$ cat src/rtl/usart_lite.sv
// Asynchronous-only 8251-style USART on the AS2650 I/O bus: mode/command sequencer,
// THR-to-txd serialiser and rxd-to-RHR deserialiser with PE/OE/FE status.
module usart_lite #(
    parameter int unsigned BAUD_DIV = 1
) (
    input  logic       clk,
    input  logic       rst_n,
    input  logic       io_c,
    input  logic       io_d,
    input  logic       wr,
    input  logic       rd,
    input  logic [7:0] din,
    output logic [7:0] dout,
    input  logic       rxd,
    output logic       txd,
    output logic       txrdy,
    output logic       rxrdy
);

    typedef enum logic {SeqMode, SeqCmd} seq_e;
    typedef enum logic [2:0] {StIdle, StStart, StData, StParity, StStop} frame_e;

    seq_e        seq_q, seq_d;
    logic [7:0]  mode_q, mode_d;
    logic        txen_q, txen_d, rxe_q, rxe_d;
    logic        pe_q, pe_d, oe_q, oe_d, fe_q, fe_d;
    logic [7:0]  thr_q, thr_d, rhr_q, rhr_d, dout_q, dout_d;
    logic        thr_full_q, thr_full_d, rxrdy_q, rxrdy_d;
    frame_e      tx_state_q, tx_state_d, rx_state_q, rx_state_d;
    logic [7:0]  tx_sh_q, tx_sh_d, rx_sh_q, rx_sh_d;
    logic [2:0]  tx_bit_q, tx_bit_d, rx_bit_q, rx_bit_d;
    logic        tx_par_q, tx_par_d, tx_stop_q, tx_stop_d, txd_q, txd_d;
    logic        rx_par_q, rx_par_d;
    logic        rx_s1_q, rx_s1_d, rx_s2_q, rx_s2_d, rx_prev_q, rx_prev_d;
    logic [31:0] tx_cnt_q, tx_cnt_d, rx_cnt_q, rx_cnt_d;

    logic [31:0] bit_len, half_m1;
    logic [7:0]  data_mask, status;
    logic [2:0]  last_bit;
    logic        ctrl_wr, data_wr, ctrl_rd, data_rd, int_rst;
    logic        tx_tick, tx_load, tx_end, rx_centre, tx_empty;

    assign ctrl_wr = wr & io_c;
    assign data_wr = wr & io_d & ~io_c;
    assign ctrl_rd = rd & io_c;
    assign data_rd = rd & io_d & ~io_c;
    assign int_rst = ctrl_wr & (seq_q == SeqCmd) & (din[6] | din[7]);

    // TxEMPTY only reports once the transmitter is enabled, so a freshly reset part reads 0x00.
    assign tx_empty = txen_q & ~thr_full_q & (tx_state_q == StIdle);
    assign status   = {2'b00, fe_q, oe_q, pe_q, tx_empty, rxrdy_q, txen_q & ~thr_full_q};
    assign last_bit = 3'd4 + {1'b0, mode_q[3:2]};

    always_comb begin
        unique case (mode_q[1:0])
            2'b10:   bit_len = BAUD_DIV * 32'd16;
            2'b11:   bit_len = BAUD_DIV * 32'd64;
            default: bit_len = BAUD_DIV;
        endcase
        half_m1 = (bit_len > 32'd1) ? (bit_len >> 1) - 32'd1 : 32'd0;
        unique case (mode_q[3:2])
            2'b00:   data_mask = 8'h1F;
            2'b01:   data_mask = 8'h3F;
            2'b10:   data_mask = 8'h7F;
            default: data_mask = 8'hFF;
        endcase
    end

    always_comb begin
        seq_d = seq_q;  mode_d = mode_q;  txen_d = txen_q;  rxe_d = rxe_q;
        pe_d = pe_q;  oe_d = oe_q;  fe_d = fe_q;
        thr_d = thr_q;  thr_full_d = thr_full_q;  rhr_d = rhr_q;  rxrdy_d = rxrdy_q;
        dout_d = dout_q;
        tx_state_d = tx_state_q;  tx_sh_d = tx_sh_q;  tx_bit_d = tx_bit_q;
        tx_par_d = tx_par_q;  tx_stop_d = tx_stop_q;  txd_d = txd_q;
        rx_state_d = rx_state_q;  rx_sh_d = rx_sh_q;  rx_bit_d = rx_bit_q;  rx_par_d = rx_par_q;
        rx_s1_d = rxd;  rx_s2_d = rx_s1_q;  rx_prev_d = rx_s2_q;
        rx_cnt_d = rx_cnt_q + 32'd1;

        tx_tick  = (tx_cnt_q >= bit_len - 32'd1);
        tx_cnt_d = tx_tick ? 32'd0 : tx_cnt_q + 32'd1;
        tx_load  = thr_full_q & txen_q;
        tx_end   = 1'b0;

        if (tx_tick) begin
            unique case (tx_state_q)
                StIdle:  tx_end = 1'b1;
                StStart: begin
                    txd_d = tx_sh_q[0];  tx_sh_d = {1'b0, tx_sh_q[7:1]};
                    tx_bit_d = 3'd0;  tx_state_d = StData;
                end
                StData: begin
                    if (tx_bit_q == last_bit) begin
                        txd_d = mode_q[4] ? tx_par_q : 1'b1;
                        tx_state_d = mode_q[4] ? StParity : StStop;
                        tx_stop_d = mode_q[7];
                    end else begin
                        txd_d = tx_sh_q[0];  tx_sh_d = {1'b0, tx_sh_q[7:1]};
                        tx_bit_d = tx_bit_q + 3'd1;
                    end
                end
                StParity: begin
                    txd_d = 1'b1;  tx_state_d = StStop;  tx_stop_d = mode_q[7];
                end
                default: begin
                    txd_d = 1'b1;
                    if (tx_stop_q) tx_stop_d = 1'b0;
                    else begin
                        tx_state_d = StIdle;  tx_end = 1'b1;
                    end
                end
            endcase
            // Reloading straight out of the stop bit keeps back-to-back frames gapless.
            if (tx_end && tx_load) begin
                tx_sh_d = thr_q & data_mask;  thr_full_d = 1'b0;
                tx_par_d = (^(thr_q & data_mask)) ^ ~mode_q[5];
                txd_d = 1'b0;  tx_state_d = StStart;
            end
        end

        if (ctrl_wr) begin
            if (seq_q == SeqMode) begin
                mode_d = din;  seq_d = SeqCmd;
            end else begin
                txen_d = din[0];  rxe_d = din[2];
                if (din[4]) begin
                    pe_d = 1'b0;  oe_d = 1'b0;  fe_d = 1'b0;
                end
            end
        end else if (data_wr && seq_q == SeqCmd) begin
            thr_d = din;  thr_full_d = 1'b1;
        end

        if (ctrl_rd) dout_d = status;
        else if (data_rd) begin
            dout_d = rhr_q;  rxrdy_d = 1'b0;
        end

        rx_centre = (rx_cnt_q >= bit_len - 32'd1);
        unique case (rx_state_q)
            StIdle: begin
                rx_cnt_d = 32'd0;
                if (rxe_q && rx_prev_q && !rx_s2_q) rx_state_d = StStart;
            end
            StStart: begin
                if (rx_cnt_q >= half_m1) begin
                    rx_cnt_d = 32'd0;  rx_bit_d = 3'd0;  rx_sh_d = 8'h00;
                    rx_state_d = rx_s2_q ? StIdle : StData;
                end
            end
            StData: begin
                if (rx_centre) begin
                    rx_cnt_d = 32'd0;  rx_sh_d[rx_bit_q] = rx_s2_q;
                    if (rx_bit_q == last_bit) rx_state_d = mode_q[4] ? StParity : StStop;
                    else rx_bit_d = rx_bit_q + 3'd1;
                end
            end
            StParity: begin
                if (rx_centre) begin
                    rx_cnt_d = 32'd0;  rx_par_d = rx_s2_q;  rx_state_d = StStop;
                end
            end
            default: begin
                if (rx_centre) begin
                    rhr_d = rx_sh_q;  rxrdy_d = 1'b1;  rx_state_d = StIdle;
                    if (rxrdy_q) oe_d = 1'b1;
                    if (!rx_s2_q) fe_d = 1'b1;
                    if (mode_q[4] && (rx_par_q != ((^rx_sh_q) ^ ~mode_q[5]))) pe_d = 1'b1;
                end
            end
        endcase

        if (int_rst) begin
            seq_d = SeqMode;  mode_d = 8'h00;  txen_d = 1'b0;  rxe_d = 1'b0;
            pe_d = 1'b0;  oe_d = 1'b0;  fe_d = 1'b0;
            thr_d = 8'h00;  thr_full_d = 1'b0;  rhr_d = 8'h00;  rxrdy_d = 1'b0;
            tx_state_d = StIdle;  txd_d = 1'b1;  tx_cnt_d = 32'd0;
            rx_state_d = StIdle;  rx_cnt_d = 32'd0;
        end
    end

    always_ff @(posedge clk or negedge rst_n) begin
        if (!rst_n) begin
            seq_q <= SeqMode;  mode_q <= 8'h00;  txen_q <= 1'b0;  rxe_q <= 1'b0;
            pe_q <= 1'b0;  oe_q <= 1'b0;  fe_q <= 1'b0;
            thr_q <= 8'h00;  thr_full_q <= 1'b0;  rhr_q <= 8'h00;  rxrdy_q <= 1'b0;
            dout_q <= 8'h00;
            tx_state_q <= StIdle;  tx_sh_q <= 8'h00;  tx_bit_q <= 3'd0;
            tx_par_q <= 1'b0;  tx_stop_q <= 1'b0;  txd_q <= 1'b1;  tx_cnt_q <= 32'd0;
            rx_state_q <= StIdle;  rx_sh_q <= 8'h00;  rx_bit_q <= 3'd0;  rx_par_q <= 1'b0;
            rx_s1_q <= 1'b1;  rx_s2_q <= 1'b1;  rx_prev_q <= 1'b1;  rx_cnt_q <= 32'd0;
        end else begin
            seq_q <= seq_d;  mode_q <= mode_d;  txen_q <= txen_d;  rxe_q <= rxe_d;
            pe_q <= pe_d;  oe_q <= oe_d;  fe_q <= fe_d;
            thr_q <= thr_d;  thr_full_q <= thr_full_d;  rhr_q <= rhr_d;  rxrdy_q <= rxrdy_d;
            dout_q <= dout_d;
            tx_state_q <= tx_state_d;  tx_sh_q <= tx_sh_d;  tx_bit_q <= tx_bit_d;
            tx_par_q <= tx_par_d;  tx_stop_q <= tx_stop_d;  txd_q <= txd_d;  tx_cnt_q <= tx_cnt_d;
            rx_state_q <= rx_state_d;  rx_sh_q <= rx_sh_d;  rx_bit_q <= rx_bit_d;
            rx_par_q <= rx_par_d;
            rx_s1_q <= rx_s1_d;  rx_s2_q <= rx_s2_d;  rx_prev_q <= rx_prev_d;  rx_cnt_q <= rx_cnt_d;
        end
    end

    assign dout  = dout_q;
    assign txd   = txd_q;
    assign txrdy = txen_q & ~thr_full_q;
    assign rxrdy = rxrdy_q;

endmodule

$ cat config.mk
export PLATFORM = sky130hd
export DESIGN_NAME = usart_lite
export DESIGN_NICKNAME = d
export VERILOG_FILES = /design/src/rtl/usart_lite.sv
export SDC_FILE = /design/constraint.sdc
export NUM_CORES = 1
export LEC_CHECK = 0
export ABC_AREA = 1
export CORE_ASPECT_RATIO = 1.1
export CORE_MARGIN = 2
export CORE_UTILIZATION = 55
export CTS_CLUSTER_DIAMETER = 60
export DETAILED_ROUTE_END_ITERATION = 8
export DONT_BUFFER_PORTS = 1
export PLACE_DENSITY = 0.74
export SYNTH_ARGS = -nofsm -noshare
export SYNTH_HDL_FRONTEND = slang
export SYNTH_SLANG_ARGS = --single-unit
$ cat constraint.sdc
create_clock -name clk -period 2.7 [get_ports clk]
set_input_delay 0.54 -clock clk [delete_from_list [all_inputs] [get_ports clk]]
set_output_delay 0.54 -clock clk [all_outputs]
set_load 0.05 [all_outputs]
Word-level counts from Yosys, hierarchy flattened
Cells that the tools add are included.

Bits in registers: 139. Output and inout bits: 11. Logic and storage cells: 230.

Add/sub/neg operators: 7. Magnitude comparators: 6. Equal/unequal tests: 30. Mux-type cells: 101. Bitwise operators: 19. Reductions and logical operators: 40.

Operators by type and width (count): two-way mux 32 bit (6); two-way mux 8 bit (15); greater-or-equal comparator 32 bit (3); case mux 32 bit (3 select lines) (1); adder 32 x 1 -> 32 bit (second input constant) (2); two-way mux 3 bit (17); two-way mux 1 bit (48); > comparator 32 x 1 -> 1 bit (second input constant) (1); case mux 8 bit (2 select lines) (2); case mux 3 bit (4 select lines) (2); case mux 8 bit (3 select lines) (1); != test 3 bit (second input constant) (6); nonzero test 2 bit (8); XOR reduction 8 bit (2); case mux 7 bit (2 select lines) (1); AND reduction 2 bit (7); equality test 3 x 2 -> 1 bit (second input constant) (4); case mux 3 bit (2 select lines) (2); AND reduction 3 bit (4); bitwise AND 1 bit (11); != test 2 bit (second input constant) (5); bitwise AND 8 bit (1); bitwise mux 8 bit (1); AND reduction 4 bit (2); other kinds (32) (51).

Longest topological paths before layout
Depth in word-level cells: 11. Mapped depth: 15. Depth with buffers taken out: 14.

Least setup slack after synthesis
OpenSTA, ideal clock, no wires.

Kind: register -> register. Start: register mode_q[1]. End: register tx_sh_q[4]. Setup time: 0.123 ns. Arrival: 1.811 ns. Data required time: 2.577 ns. Slack: 0.765 ns. Stages on the path, launching flop included: 13. Path buffers: 2. Period minus slack after synthesis: 1.935 ns. Path through: dfrtp_1 > buf_4 > nand2_1 > ha_1 > nand2_1 > nand3_1 > nor3_1 > nand3b_2 > nand2_2 > nand2_2 > buf_6 > nor2_1 > a21oi_1.

Longest elaborated chain between the ends: 5. Elaborated cells on any way between the ends: 6.

RTL lines: start: declaration (RTL line 24) `logic [7:0] mode_q, mode_d;`; start signal: assignment (RTL line 193) `seq_q <= seq_d; mode_q <= mode_d; txen_q <= txen_d; rxe_q <= rxe_d;`; equality test 2 bit (RTL line 55) `unique case (mode_q[1:0])`; case mux 7 bit (2 select lines) (*) (RTL line 55); subtractor 7 x 1 -> 8 bit (*) (RTL line 80) `tx_tick = (tx_cnt_q >= bit_len - 32'd1);`; greater-or-equal comparator 32 bit (*) (RTL line 80); AND reduction 3 bit (no source line) (*); end signal: assignment (RTL line 197) `tx_state_q <= tx_state_d; tx_sh_q <= tx_sh_d; tx_bit_q <= tx_bit_d;`; end: declaration (RTL line 30) `logic [7:0] tx_sh_q, tx_sh_d, rx_sh_q, rx_sh_d;`.

Every way passes the cells marked *; elsewhere a longest branch is shown, timed or not. A chain may end at the register's enable or synchronous reset.

Worst setup path in the final report
Start: register mode_q[1]. End: register rx_cnt_q[24].

Longest elaborated chain between the ends: 8. Elaborated cells on any way between the ends: 13.

RTL lines: equality test 2 bit (RTL line 55); case mux 7 bit (2 select lines) (*) (RTL line 55); > comparator 32 x 1 -> 1 bit or subtractor 6 x 1 -> 7 bit (tied branches) (RTL line 60) `half_m1 = (bit_len > 32'd1) ? (bit_len >> 1) - 32'd1 : 32'd0;`; two-way mux 32 bit (RTL line 60); greater-or-equal comparator 32 bit (RTL line 146) `if (rx_cnt_q >= half_m1) begin`; two-way mux 32 bit (RTL line 146); case mux 32 bit (3 select lines) (*) (RTL line 140) `unique case (rx_state_q)`; two-way mux 32 bit (*) (RTL line 173) `if (int_rst) begin`; net rx_cnt_d[24] (RTL line 35) `logic [31:0] tx_cnt_q, tx_cnt_d, rx_cnt_q, rx_cnt_d;`; end signal: assignment (RTL line 201) `rx_s1_q <= rx_s1_d; rx_s2_q <= rx_s2_d; rx_prev_q <= rx_prev_d; rx_cnt_q <= rx_cnt_d;`; end: declaration (RTL line 35).

The timed path passes the listed nets; every way through them passes the cells marked *.

==> flow_summary_export.csv <==
group,metric,value,unit
timing,finClkSkew,0.006344,ns
logic_synthesis,synthesis.area,7213,sq um
global_routing,groute.usage.overall,0.2231,
floorplan,dieArea,14050,sq um
clock_tree,cts.sinks,138,
setup_path,cp_max_fo,23,
logic_synthesis,yosysSeqAreaShare,0.4794,
cells_and_area,fill_cells,1074,
logic_synthesis,synth_edf_count,0,
cells_and_area,areaGrowthSynthToFinish,11.57,%
run_status,violations,"DRC, hold timing",
route,vias_per_cell,5.171,
clock_tree,cts_max_path_buffers,2,
timing,worstMarginPinSlew,0.8103,ns
power_and_ir_drop,p_switching,2.533,mW
setup_path,crit_buf_inv,1,
logic_synthesis,syn_avg_cell_area,8.114,sq um
clock_tree,cts_buffers,17,
floorplan,rows,43,
power_and_ir_drop,finalPower,7.058,mW
route,remaining_drc_errors,2,
cells_and_area,layout.cells.non_filler,1089,
power_and_ir_drop,swShare,0.3589,
floorplan,core,12700,sq um
cells_and_area,fin_area,8048,sq um
timing,slew_headroom,0.4587,
power_and_ir_drop,leakage,3.785,nW
place,post_dp_cell_area,7435,sq um
clock_tree,cts_tree,"done",
clock_tree,clk_latency,0.42,ns
setup_path,crit_path_top_delay_cell,"dfrtp_1",
global_routing,grt_max_degree,139,
timing,max_freq,412.0,MHz
logic_synthesis,async_flop_share,1.000,
worst_hold_path,hold_path.class,"in2async",
cells_and_area,final_core_util,0.6338,
setup_path,cp_top_family,"simple AND/OR/NAND/NOR gates",
setup_path,required,2.99,ns
power_and_ir_drop,p_seq_frac,0.393,
power_and_ir_drop,pwr-share-clk,0.336,
global_routing,grt_pass1_wl,24760,um
setup_path,start_kind,"register",
power_and_ir_drop,ir_drop,0.6340,mV
timing,fin_crit_sh,0.8991,
route,drtIter0Drc,349,
floorplan,ios,26,
timing,slew_violations,0,
setup_path,end_kind,"register",
timing,whs,-0.1845,ns
timing,finalCriticalPeriod,2.427,ns
clock_tree,cts_max_level,4,
timing,timing.setup.tns,0,ns
setup_path,max_stage_delay,0.55,ns
cells_and_area,layout-drive-gt1-share,0.1062,
cells_and_area,seqCellArea,3458,sq um
cells_and_area,multi_input_area,3352,sq um
power_and_ir_drop,power_density,877.0,nW/um^2
setup_path,arrival,2.72,ns
route,ant_nets,0,
logic_synthesis,synth_flop_cell,"dfrtp_1",
place,gp_congestion,0.9276,
place,placedCellCount,1057,
timing,rsz0062_at_grt,"no",
power_and_ir_drop,combPwrFrac,0.271,
place,port-buffer-count,0,
setup_path,worstSetupPathType,"reg2reg",
global_routing,grt_overflow,0,
setup_path,crit_top_cell,"nand2_1",
floorplan,die_h,124.1,um
place,dp_hpwl,10190,um
global_routing,first_global_vias,5413,
floorplan,die_width,113.2,um
floorplan,initial_utilization,0.5681,
run_status,status,"complete, but fails checks",
logic_synthesis,netlist_instances,889,
logic_synthesis,yosys.cell_types.count,43,
global_routing,antenna_found_initial,0,
power_and_ir_drop,internal_power,4.525,mW
logic_synthesis,ys_ff_latch,138,
timing,setup_violations,0,
route,dr.pass1.iters,7,
run,drv_cap,0,
route,routed_wl,14220,um
timing,hold_viol,134,
route,wl_per_cell,13.05,um
logic_synthesis,synth_warnings,0,
cells_and_area,num_antenna_cells,0,
clock_tree,ctsRootBufferMaster,"clkbuf_16",
setup_path,worstPathCellList,"nand2_1, ha_1, nand2_1, nor3b_2, nand2_1, nor2_4, nand2_2, nor2_4, o21ai_4, buf_4, nor2_1",
cells_and_area,final_nets,951,
route,detailroute.via_count,5631,
clock_tree,clk_pin_slew_worst_paths,0.06,ns
[power by group through the flow]
| stage | clock (mW) | sequential (mW) | combinational, mW |
|---|---|---|---|
| after global placement | 0 | 2.80 | 1.87 |
| after floorplan | 0 | 2.70 | 1.68 |
| after global routing | 2.51 | 2.81 | 2.22 |
| after CTS | 2.41 | 2.77 | 1.93 |
| final | 2.37 | 2.77 | 1.92 |
| after detailed placement | 0 | 2.80 | 1.91 |
[flip-flops by register name (all words and copies together), names as in the netlist, 3 cells and up]
| name | flops |
|---|---|
| rx_cnt_q | 32 |
| tx_cnt_q | 32 |
| dout | 8 |
| rhr_q | 8 |
| rx_sh_q | 8 |
| thr_q | 8 |
| tx_sh_q | 8 |
| mode_q | 7 |
| rx_bit_q | 3 |
| rx_state_q | 3 |
| tx_bit_q | 3 |
| tx_state_q | 3 |
[worst paths after layout]
check                                         end  slack (ns)             startpoint  cells after the start
max in group asynchronous         txd$_DFFE_PN1P_        2.57                  rst_n                      0
min in group clk                rx_s1_q$_DFF_PN1_        0.11                    rxd                      0
hold reg to reg               rx_prev_d$_DFF_PN1_        0.35      rx_s1_q$_DFF_PN1_                      0
setup reg to reg           rx_cnt_q[24]$_DFF_PN0_        0.27  mode_q[1]$_DFFE_PN0P_                     11
setup / recovery           rx_cnt_q[24]$_DFF_PN0_        0.27  mode_q[1]$_DFFE_PN0P_                     11
hold / removal             rx_cnt_q[14]$_DFF_PN0_       -0.18                  rst_n                      0
[placed cells by master (no fill, tap or decap), drive strengths merged]
cell	instances
xnor2	13
o211ai	1
nand3b	5
dfstp	4
bufinv	3
nor4b	1
mux2i	4
or2	7
clkinv	5
xor2	20
nor3b	5
nand4	12
buf	7
clkbuf	20
o22ai	4
clkinvlp	2
nor2b	1
dfrtp	134
a31oi	1
o21ai	63
nor2	107
conb	26
nor4	6
a21oi	21
o21a	1
inv	102
o21bai	1
ha	17
nand3	78
nand2	227
o31ai	2
nor3	32
[Yosys cell counts, drive strengths merged, types with 7 or more instances]
cell type	number	area, sq um
a21oi	21	105.1
buf	12	87.58
clkbuf	8	30.03
dfrtp	134	3353
ha	17	212.7
inv	100	375.4
nand2	227	874.6
nand3	78	400.4
nand4	12	75.07
nor2	107	496.7
nor3	32	181.4
o21ai	63	330.3
or2	7	43.79
xnor2	13	113.9
xor2	20	175.2
[cells by family (layout without fill, tap and decap cells)]
kind of cell / Yosys count / after routing / share of synthesized area
simple gates: 481 / 481 / 0.3062
flops: 138 / 138 / 0.4794
buf+inv: 120 / 139 / 0.06834
compound gates: 94 / 94 / 0.06991
xor+xnor: 33 / 33 / 0.04007
fa+ha+maj: 17 / 17 / 0.02949
mux: 4 / 4 / 0.005551
other cells: 2 / 26 / 0.001041
[routing by layer]
| layer | share of wire | up-vias | track usage | wire, um |
|---|---|---|---|---|
| met2 | 0.48 | 109 | 0.3664 | 6776 |
| met4 | 0.012 | 0 | 0.07241 | 174 |
| met5 | 0 | - | 0 | 0 |
| met1 | 0.46 | 2597 | 0.2885 | 6513 |
| li1 | - | 2909 | - | - |
| met3 | 0.053 | 16 | 0.06229 | 751 |
[metrics by stage]
step | hold WS, ns | worst slack [ns]
final | -0.1845 | 0.2725
after global routing | -0.2138 | 0.04460
after CTS | -0.2022 | 0.2629
after detailed placement | 0.2502 | 0.2641
after global placement | 0.2498 | 0.3200
after floorplan | 0.2444 | 0.7653
[what timing repair did]
item	4_1_cts	5_1_grt
endpoints found under the setup margin	0	0
setup buffers	0	0
gates resized for setup	0	0
endpoints found under the hold margin	138	137
[layout make-up]
class / count / area share
clock buffers: 20 / 0.05550
clock inverters: 12 / 0.02068
inverters: 100 / 0.04664
multi-input cells: 655 / 0.4165
flip-flops and latches: 138 / 0.4297
well taps: 157 / 0.02441
repair buffers: 7 / 0.006530
Note: power is estimated with default switching activity, not from simulation.
